<file path="config.mk">
export PLATFORM = sky130hd
export DESIGN_NAME = pc_fetch_sequencer_flat
export DESIGN_NICKNAME = d
export VERILOG_FILES = /design/src/rtl/pc_seq_pkg.sv /design/src/rtl/pc_fetch_sequencer_if.sv /design/src/rtl/pc_hold_buffer.sv /design/src/rtl/pc_fetch_sequencer.sv /design/src/flat_wrapper.sv
export SDC_FILE = /design/constraint.sdc
export NUM_CORES = 1
export LEC_CHECK = 0
export CAP_MARGIN = 25
export CORE_MARGIN = 1
export CORE_UTILIZATION = 36
export DETAILED_ROUTE_END_ITERATION = 10
export PLACE_DENSITY_LB_ADDON = 0.3
export SETUP_SLACK_MARGIN = 0.05
export SLEW_MARGIN = 5
export SYNTH_ARGS = -nofsm -noshare
export SYNTH_HDL_FRONTEND = slang
export SYNTH_SLANG_ARGS = --single-unit
</file>
<file path="constraint.sdc">
create_clock -name i_clk -period 6.61 [get_ports i_clk]
set_clock_uncertainty 0.1 [all_clocks]
set_input_delay 1.6525 -clock i_clk [delete_from_list [all_inputs] [get_ports i_clk]]
set_output_delay 1.6525 -clock i_clk [all_outputs]
set_load 0.01 [all_outputs]
</file>
<file path="src/rtl/pc_seq_pkg.sv">
// Shared types and constants for the fetch-stage PC sequencer.
package pc_seq_pkg;

    typedef enum logic [1:0] {
        BOOT,
        FETCH,
        KILL,
        HOLD
    } fetch_state_t;

    localparam logic [31:0] DEFAULT_RESET_PC = 32'h0000_0000;

    // Low address bits that must be zero for a word-aligned instruction fetch.
    localparam logic [1:0] ALIGN_MASK = 2'b11;

    function automatic logic is_misaligned(input logic [1:0] i_lsbs);
        return |(i_lsbs & ALIGN_MASK);
    endfunction

endpackage

</file>
<file path="src/rtl/pc_fetch_sequencer_if.sv">
// Fetch-stage bundle: hazard/redirect controls, instruction memory handshake, IF/ID output.
interface pc_fetch_sequencer_if #(
    parameter int unsigned DATA_WIDTH = 32
) ();

    logic                  stall;
    logic                  redirect_valid;
    logic [DATA_WIDTH-1:0] redirect_target;
    logic                  imem_req;
    logic [DATA_WIDTH-1:0] imem_addr;
    logic                  imem_ready;
    logic [DATA_WIDTH-1:0] imem_rdata;
    logic                  if_valid;
    logic [DATA_WIDTH-1:0] if_pc;
    logic [DATA_WIDTH-1:0] if_instr;
    logic                  flush;
    logic                  misalign;

    modport master (
        input  stall,
        input  redirect_valid,
        input  redirect_target,
        input  imem_ready,
        input  imem_rdata,
        output imem_req,
        output imem_addr,
        output if_valid,
        output if_pc,
        output if_instr,
        output flush,
        output misalign
    );

    modport slave (
        output stall,
        output redirect_valid,
        output redirect_target,
        output imem_ready,
        output imem_rdata,
        input  imem_req,
        input  imem_addr,
        input  if_valid,
        input  if_pc,
        input  if_instr,
        input  flush,
        input  misalign
    );

endinterface

</file>
<file path="src/rtl/pc_hold_buffer.sv">
// One-entry {pc, instr} buffer catching a fetch that completes while the pipeline is stalled.
module pc_hold_buffer #(
    parameter int unsigned DATA_WIDTH = 32
) (
    input  logic                  i_clk,
    input  logic                  i_rst,
    input  logic                  i_load,
    input  logic                  i_clear,
    input  logic [DATA_WIDTH-1:0] i_pc,
    input  logic [DATA_WIDTH-1:0] i_instr,
    output logic                  o_valid,
    output logic [DATA_WIDTH-1:0] o_pc,
    output logic [DATA_WIDTH-1:0] o_instr
);

    logic                  r_valid;
    logic [DATA_WIDTH-1:0] r_pc;
    logic [DATA_WIDTH-1:0] r_instr;

    always_ff @(posedge i_clk) begin
        if (i_rst) begin
            r_valid <= 1'b0;
            r_pc    <= '0;
            r_instr <= '0;
        end else if (i_clear) begin
            r_valid <= 1'b0;
        end else if (i_load) begin
            r_valid <= 1'b1;
            r_pc    <= i_pc;
            r_instr <= i_instr;
        end
    end

    assign o_valid = r_valid;
    assign o_pc    = r_pc;
    assign o_instr = r_instr;

endmodule

</file>
<file path="src/rtl/pc_fetch_sequencer.sv">
// Fetch-stage PC sequencer: owns the PC, drives the imem req/ready handshake,
// applies redirects and stalls, and presents instruction/PC pairs to IF/ID.
module pc_fetch_sequencer
    import pc_seq_pkg::*;
#(
    parameter int unsigned          DATA_WIDTH = 32,
    parameter logic [DATA_WIDTH-1:0] RESET_PC  = DATA_WIDTH'(DEFAULT_RESET_PC),
    parameter int unsigned          OFFSET     = 4
) (
    input  logic                 i_clk,
    input  logic                 i_rst,
    pc_fetch_sequencer_if.master io_bus
);

    fetch_state_t          r_state;
    fetch_state_t          w_state_next;
    logic [DATA_WIDTH-1:0] r_pc;
    logic [DATA_WIDTH-1:0] w_pc_next;
    logic [DATA_WIDTH-1:0] r_pending_pc;
    logic [DATA_WIDTH-1:0] w_pending_next;

    logic [DATA_WIDTH-1:0] w_target;
    logic [DATA_WIDTH-1:0] w_pc_inc;
    logic                  w_buf_load;
    logic                  w_buf_clear;
    logic                  w_buf_valid;
    logic [DATA_WIDTH-1:0] w_buf_pc;
    logic [DATA_WIDTH-1:0] w_buf_instr;

    logic                  w_imem_req;
    logic                  w_if_valid;
    logic [DATA_WIDTH-1:0] w_if_pc;
    logic [DATA_WIDTH-1:0] w_if_instr;

    assign w_target = {io_bus.redirect_target[DATA_WIDTH-1:2],
                       io_bus.redirect_target[1:0] & ~ALIGN_MASK};
    assign w_pc_inc = r_pc + DATA_WIDTH'(OFFSET);

    pc_hold_buffer #(
        .DATA_WIDTH(DATA_WIDTH)
    ) u_hold_buffer (
        .i_clk   (i_clk),
        .i_rst   (i_rst),
        .i_load  (w_buf_load),
        .i_clear (w_buf_clear),
        .i_pc    (r_pc),
        .i_instr (io_bus.imem_rdata),
        .o_valid (w_buf_valid),
        .o_pc    (w_buf_pc),
        .o_instr (w_buf_instr)
    );

    always_ff @(posedge i_clk) begin
        if (i_rst) begin
            r_state      <= BOOT;
            r_pc         <= RESET_PC;
            r_pending_pc <= '0;
        end else begin
            r_state      <= w_state_next;
            r_pc         <= w_pc_next;
            r_pending_pc <= w_pending_next;
        end
    end

    always_comb begin
        w_state_next   = r_state;
        w_pc_next      = r_pc;
        w_pending_next = r_pending_pc;
        w_buf_load     = 1'b0;
        w_buf_clear    = 1'b0;
        w_imem_req     = 1'b0;
        w_if_valid     = 1'b0;
        w_if_pc        = '0;
        w_if_instr     = '0;

        case (r_state)
            BOOT: begin
                w_state_next = FETCH;
                if (io_bus.redirect_valid) begin
                    w_pc_next = w_target;
                end
            end

            FETCH: begin
                w_imem_req = 1'b1;
                if (io_bus.redirect_valid) begin
                    if (io_bus.imem_ready) begin
                        w_pc_next = w_target;
                    end else begin
                        // Request already on the bus: it must complete before we can retarget.
                        w_pending_next = w_target;
                        w_state_next   = KILL;
                    end
                end else if (io_bus.imem_ready) begin
                    w_pc_next = w_pc_inc;
                    if (io_bus.stall) begin
                        w_buf_load   = 1'b1;
                        w_state_next = HOLD;
                    end else begin
                        w_if_valid = 1'b1;
                        w_if_pc    = r_pc;
                        w_if_instr = io_bus.imem_rdata;
                    end
                end
            end

            KILL: begin
                w_imem_req = 1'b1;
                if (io_bus.imem_ready) begin
                    w_pc_next    = io_bus.redirect_valid ? w_target : r_pending_pc;
                    w_state_next = FETCH;
                end else if (io_bus.redirect_valid) begin
                    w_pending_next = w_target;
                end
            end

            HOLD: begin
                if (io_bus.redirect_valid) begin
                    w_buf_clear  = 1'b1;
                    w_pc_next    = w_target;
                    w_state_next = FETCH;
                end else if (!io_bus.stall) begin
                    w_if_valid   = w_buf_valid;
                    w_if_pc      = w_buf_pc;
                    w_if_instr   = w_buf_instr;
                    w_buf_clear  = 1'b1;
                    w_state_next = FETCH;
                end
            end

            default: begin
                w_state_next = BOOT;
            end
        endcase
    end

    assign io_bus.imem_req  = w_imem_req;
    assign io_bus.imem_addr = r_pc;
    assign io_bus.if_valid  = w_if_valid;
    assign io_bus.if_pc     = w_if_pc;
    assign io_bus.if_instr  = w_if_instr;
    assign io_bus.flush     = io_bus.redirect_valid;
    assign io_bus.misalign  = io_bus.redirect_valid && is_misaligned(io_bus.redirect_target[1:0]);

endmodule
</file>
<file path="src/flat_wrapper.sv">
// flat-port wrapper written by rule: the top's interface ports become plain ports
module pc_fetch_sequencer_flat import pc_seq_pkg::*;
#(
    parameter int unsigned          DATA_WIDTH = 32,
    parameter logic [DATA_WIDTH-1:0] RESET_PC  = DATA_WIDTH'(DEFAULT_RESET_PC),
    parameter int unsigned          OFFSET     = 4
)
  (i_clk, i_rst, io_bus_stall, io_bus_redirect_valid, io_bus_redirect_target, io_bus_imem_ready, io_bus_imem_rdata, io_bus_imem_req, io_bus_imem_addr, io_bus_if_valid, io_bus_if_pc, io_bus_if_instr, io_bus_flush, io_bus_misalign);
  pc_fetch_sequencer_if #(.DATA_WIDTH(DATA_WIDTH)) io_bus_i ();
  input  logic i_clk;
  input  logic i_rst;
  input wire logic [$bits(io_bus_i.stall)-1:0] io_bus_stall;
  input wire logic [$bits(io_bus_i.redirect_valid)-1:0] io_bus_redirect_valid;
  input wire logic [$bits(io_bus_i.redirect_target)-1:0] io_bus_redirect_target;
  input wire logic [$bits(io_bus_i.imem_ready)-1:0] io_bus_imem_ready;
  input wire logic [$bits(io_bus_i.imem_rdata)-1:0] io_bus_imem_rdata;
  output wire logic [$bits(io_bus_i.imem_req)-1:0] io_bus_imem_req;
  output wire logic [$bits(io_bus_i.imem_addr)-1:0] io_bus_imem_addr;
  output wire logic [$bits(io_bus_i.if_valid)-1:0] io_bus_if_valid;
  output wire logic [$bits(io_bus_i.if_pc)-1:0] io_bus_if_pc;
  output wire logic [$bits(io_bus_i.if_instr)-1:0] io_bus_if_instr;
  output wire logic [$bits(io_bus_i.flush)-1:0] io_bus_flush;
  output wire logic [$bits(io_bus_i.misalign)-1:0] io_bus_misalign;
  assign io_bus_i.stall = io_bus_stall;
  assign io_bus_i.redirect_valid = io_bus_redirect_valid;
  assign io_bus_i.redirect_target = io_bus_redirect_target;
  assign io_bus_i.imem_ready = io_bus_imem_ready;
  assign io_bus_i.imem_rdata = io_bus_imem_rdata;
  assign io_bus_imem_req = io_bus_i.imem_req;
  assign io_bus_imem_addr = io_bus_i.imem_addr;
  assign io_bus_if_valid = io_bus_i.if_valid;
  assign io_bus_if_pc = io_bus_i.if_pc;
  assign io_bus_if_instr = io_bus_i.if_instr;
  assign io_bus_flush = io_bus_i.flush;
  assign io_bus_misalign = io_bus_i.misalign;
  pc_fetch_sequencer #(.DATA_WIDTH(DATA_WIDTH), .RESET_PC(RESET_PC), .OFFSET(OFFSET)) u_core (.i_clk(i_clk), .i_rst(i_rst), .io_bus(io_bus_i));
endmodule
</file>
* Word-level counts from Yosys, hierarchy flattened *
Cells that the tools add are included.

word-level totals
  output and inout bits = 100
  logic and storage cells = 76
  flip-flop bits (word level) = 131
  bits of input ports = 69

cells by class
  muxes and demuxes = 44
  add/sub/neg operators = 1
  reductions and logical operators = 11
  bitwise logic cells = 1
  equal/unequal tests = 13

operators by type and width
  cell                                                  number
  2-to-1 mux 32 bit                                     19
  one-hot mux 32 bit (2 select lines)                   3
  one-hot mux 32 bit (3 select lines)                   1
  adder 32 x 3 -> 32 bit (second input constant)        1
  2-to-1 mux 2 bit                                      7
  2-to-1 mux 1 bit                                      12
  != test 3 bit (second input constant)                 4
  != test 2 bit (second input constant)                 5
  one-hot mux 2 bit (4 select lines)                    1
  OR reduction 2 bit                                    4
  AND reduction 5 bit                                   1
  equality test 2 bit (second input constant)           2
  AND reduction 4 bit                                   1
  AND reduction 3 bit                                   1
  equality test 2 x 1 -> 1 bit (second input constant)  1
  zero test 2 bit                                       1
  != test 2 x 1 -> 1 bit (second input constant)        1
  one-hot mux 1 bit (2 select lines)                    1
  AND reduction 2 bit                                   1
  nonzero test 2 bit                                    1
  logical AND 1 bit                                     1
  NOT 1 bit                                             1

* Depth between registers and ports, before layout *
  word-level depth = 5
  mapped depth = 9
  mapped depth without buffers = 7

* Hierarchy *
A second synthesis with hierarchy kept.

second synthesis, totals
  cell total of the unflattened synthesis = 932
  area, all modules = 7,950.1 µm²

by module, submodules not included
  module              sequential area each (µm²)  times used  area each (µm²)  cells an instance
  pc_fetch_sequencer  1,321.3                     1           4,755.8          637
  pc_hold_buffer      1,301.2                     1           3,194.3          295

* Worst setup path after synthesis *
Ideal clock, no wire load.

  kind = input port to output port
  start = input io_bus_imem_ready
  end = output io_bus_if_instr[10]
  setup slack = 1,958 ps
  stages = 6
  arrival = 2,900 ps
  required time = 4,858 ps
  cell sequence = clkbuf_1 nand2_1 nor2_1 clkbuf_1 buf_1 a22o_1

on the way
  cells in the longest elaborated chain, start to end = 3

ends and longest elaborated chain
  what                                 line                      source
  start, declared                      flat_wrapper.sv:15        input wire logic [$bits(io_bus_i.imem_ready)-1:0] io_bus_imem_ready;
  2-to-1 mux 32 bit                    pc_fetch_sequencer.sv:94  end else if (io_bus.imem_ready) begin
  2-to-1 mux 32 bit                    pc_fetch_sequencer.sv:86  if (io_bus.redirect_valid) begin
  one-hot mux 32 bit (2 select lines)  pc_fetch_sequencer.sv:76  case (r_state)
  end, declared                        flat_wrapper.sv:21        output wire logic [$bits(io_bus_i.if_instr)-1:0] io_bus_if_instr;

No other way between the ends.

* Final worst setup path *
  start = input io_bus_imem_ready
  end = output io_bus_if_pc[17]

on the way
  cells in the longest elaborated chain, start to end = 3

ends and longest elaborated chain
  what                                 line                      source
  2-to-1 mux 32 bit                    pc_fetch_sequencer.sv:94
  2-to-1 mux 32 bit                    pc_fetch_sequencer.sv:86
  one-hot mux 32 bit (2 select lines)  pc_fetch_sequencer.sv:76
  end, declared                        flat_wrapper.sv:20        output wire logic [$bits(io_bus_i.if_pc)-1:0] io_bus_if_pc;

No other way between the ends.

==> impl_metrics.py <==
metrics = {
    "run_status": {
        "status": "completed",
    },
    "critical_path": {
        "cp-start-kind": "input port",
        "cp_max_fo": 65,
        "worstPathArrival_ns": 4.11,
        "crit_required_ns": 4.86,
        "path_class": "in -> out",
        "r2r_cells": 9,
        "critPathCaptureType": "output pin",
    },
    "place": {
        "io_buffer_count": 168,
        "dpl.hpwl_um": 14400,
        "gp_congestion": 0.862,
    },
    "clocking": {
        "cts_hold_buffers": 0,
        "cts_setup_buffers": 0,
        "cts.repair.resized": 0,
        "clockBufferDepth": 2,
        "cts_buffers": 17,
        "htreeDepth": 4,
        "cts_tree": "yes",
        "clk_latency_ns": 0.42,
        "numClockSinks": 131,
        "cts.clk_slew.worst_paths_ns": 0.06,
        "cts-root-buf": "clkbuf_16",
    },
    "timing": {
        "fin_crit_sh": 0.887,
        "worst_pin_slew_ns": 1.04,
        "setup_viol": 0,
        "fmax_mhz": 171,
        "grt_setup_unrepaired": "no",
        "finalCriticalPeriod_ns": 5.86,
        "final_hold_viol_count": 0,
        "relSlewSlack": 0.307,
        "setup_tns_ns": 0,
        "finalMaxSlewViolations": 0,
    },
    "global_route": {
        "grt_pass1_wl_um": 36400,
        "grt_pass1_vias": 6810,
        "met1_usage": 0.294,
        "grt.met3_usage": 0.0584,
        "overflow": 0,
        "grt_max_degree": 74,
        "grt_use_met2": 0.380,
        "antenna_found_initial": 1,
        "grt.busiest_layer": "met2",
        "grtUsageTotal": 0.229,
    },
    "synth": {
        "ys_seq_area_frac": 0.373,
        "synth_fa_ha_area_frac": 0.00711,
        "synth-edff-count": 0,
        "synth_area_per_cell_um2": 7.56,
        "synthCells": 931,
        "ys_top_cells_by_area": "dfxtp_1 (37%), nand2_1 (13%), a21oi_1 (9.2%)",
        "synth-main-ff-cell": "dfxtp_1",
        "yosys.area_share.simple": 0.207,
        "ys_ff_latch": 131,
        "synth_cell_types": 58,
        "syn_nets": 1004,
        "synth-xor-area-share": 0.00249,
        "synth_top_family_by_area": "compound AO/OA/AOI/OAI gates",
        "yosysTopAreaCellShare": 0.373,
        "synthMuxAreaShare": 0.0212,
        "ys_warn_count": 0,
        "synth_area_mm2": 0.00704,
        "synth_compound_gate_area_share": 0.313,
        "async_flop_share": 0,
        "synth_top_area_cell": "dfxtp_1",
        "synth.most_common_cell": "nand2_1",
        "ys_top_cells_by_count": "nand2_1 (236), dfxtp_1 (131), a21oi_1 (130)",
    },
    "hold_path": {
        "min_delay_path_depth": 2,
        "min_path_type": "reg -> reg",
    },
    "floorplan": {
        "die_area_mm2": 0.0201,
        "core_mm2": 0.0190,
        "die_w_um": 142,
        "io-pin-count": 169,
        "start_util": 0.371,
        "die_h_um": 142,
        "rows": 50,
    },
    "routing": {
        "avgRoutedWirePerCell_um": 17.1,
        "drt_iter0_markers": 627,
        "drt-pass1-iter-count": 5,
        "num_vias": 7407,
        "finalWirelength_um": 22500,
        "postRouteAntennaNets": 0,
        "via_per_inst": 5.62,
        "route.detailed.drc": 0,
    },
    "finish": {
        "antennaDiodeCount": 0,
        "nFillCells": 1841,
        "drive_above_1_share": 0.0672,
        "regArea_mm2": 0.00262,
        "finalNetCount": 1117,
        "fin_util": 0.490,
        "area_growth_syn_to_layout_pct": 32.1,
        "multi_input_area_mm2": 0.00391,
    },
    "power": {
        "vdd_drop_max_uv": 234,
        "power.leakage_nw": 3.12,
        "pwr_density_cell_mw_per_mm2": 273,
    },
    "run": {
        "max_cap_viol_count": 0,
    },
}
[state kept, by name, indices dropped and copies added (netlist names)]
name / flops
u_core.r_pending_pc: 32
u_core.r_state: 2
u_core.u_hold_buffer.o_pc: 32
u_core.io_bus.imem_addr: 32
u_core.u_hold_buffer.o_valid: 1
u_core.u_hold_buffer.o_instr: 32
[worst max-delay path, stage by stage]
cell and delay, ns:
clkdlybuf4s50_1 0.77, nand2_1 0.17, nor2_4 0.10, buf_4 0.57, a22o_1 0.25, clkdlybuf4s50_1 0.53
[through the flow]
stage | instances | instance area, um^2 | hold slack [ns] | total power [mW] | setup slack, ns
after floorplan | 931 | 7040 | 0.333 | 1.34 | 1.96
after global placement | 1285 | 8700 | 0.341 | 1.59 | 0.763
after detailed placement | 1285 | 8700 | 0.346 | 1.60 | 0.757
after CTS | 1317 | 9300 | 0.354 | 2.55 | 0.757
after global routing | 1317 | 9300 | 0.372 | 2.66 | 0.554
final | 1317 | 9300 | 0.353 | 2.54 | 0.745
[final timing paths]
path,startpoint,end,slack [ns]
min reg2reg,u_core.r_pending_pc[27]$_SDFFE_PP0P_,u_core.r_pending_pc[27]$_SDFFE_PP0P_,0.35
max reg2reg,u_core.r_state[1]$_SDFFE_PP0P_,u_core.io_bus.imem_addr[17]$_SDFFE_PP0P_,3.46
max,io_bus_imem_ready,io_bus_if_pc[17],0.75
min,u_core.r_pending_pc[27]$_SDFFE_PP0P_,u_core.r_pending_pc[27]$_SDFFE_PP0P_,0.35
[cell families (layout without fill, tap and decap cells)]
logic type / after synthesis / in the layout
compound gates: 333 / 333
xor+xnor: 2 / 2
fa+ha+maj: 4 / 4
buf+inv: 103 / 229
flops: 131 / 131
mux: 14 / 14
simple gates: 344 / 344
[report_power, final]
group | internal, mW | switching, mW | total (mW)
sequential | 0.852 | 0.116 | 0.968
clock | 0.586 | 0.362 | 0.948
combinational | 0.279 | 0.342 | 0.621
[metal layers]
layer	vias up	routed length [um]
met1	3542	9910
met5	-	0
met4	0	326
met3	34	1520
met2	264	10700
li1	3567	-
[cell type report]
class / instances / area share
timing repair buffer: 184 / 0.193
multi-input combinational: 697 / 0.421
clock buffer: 20 / 0.0502
clock inverter: 12 / 0.0137
tap: 260 / 0.0350
inverter: 13 / 0.00525
sequential: 131 / 0.282
[cells in the final DEF (no fill, tap or decap), types with 4 or more instances in the layout]
cell,Yosys,layout
a21oi_1,130,130
a21o_1,5,5
mux2_2,7,7
inv_1,12,12
nor3_1,19,17
clkinv_2,0,5
nor2b_1,4,4
a22o_1,64,64
o21ai_0,38,38
o22ai_1,11,11
a22oi_1,7,7
a211oi_1,18,18
nor4_1,6,6
or4_1,4,4
nand3_1,12,11
a21boi_0,4,4
and3_1,9,8
buf_4,5,17
a2bb2oi_1,5,4
nor2_1,36,35
o31ai_1,6,6
a31oi_1,7,7
o311ai_0,4,4
nand2b_1,4,4
dfxtp_1,131,131
nand2_1,236,236
clkdlybuf4s50_1,0,166
mux2i_1,7,7
a221oi_1,13,13
clkbuf_16,0,17
No activity file was read; power rests on OpenSTA's default activity.
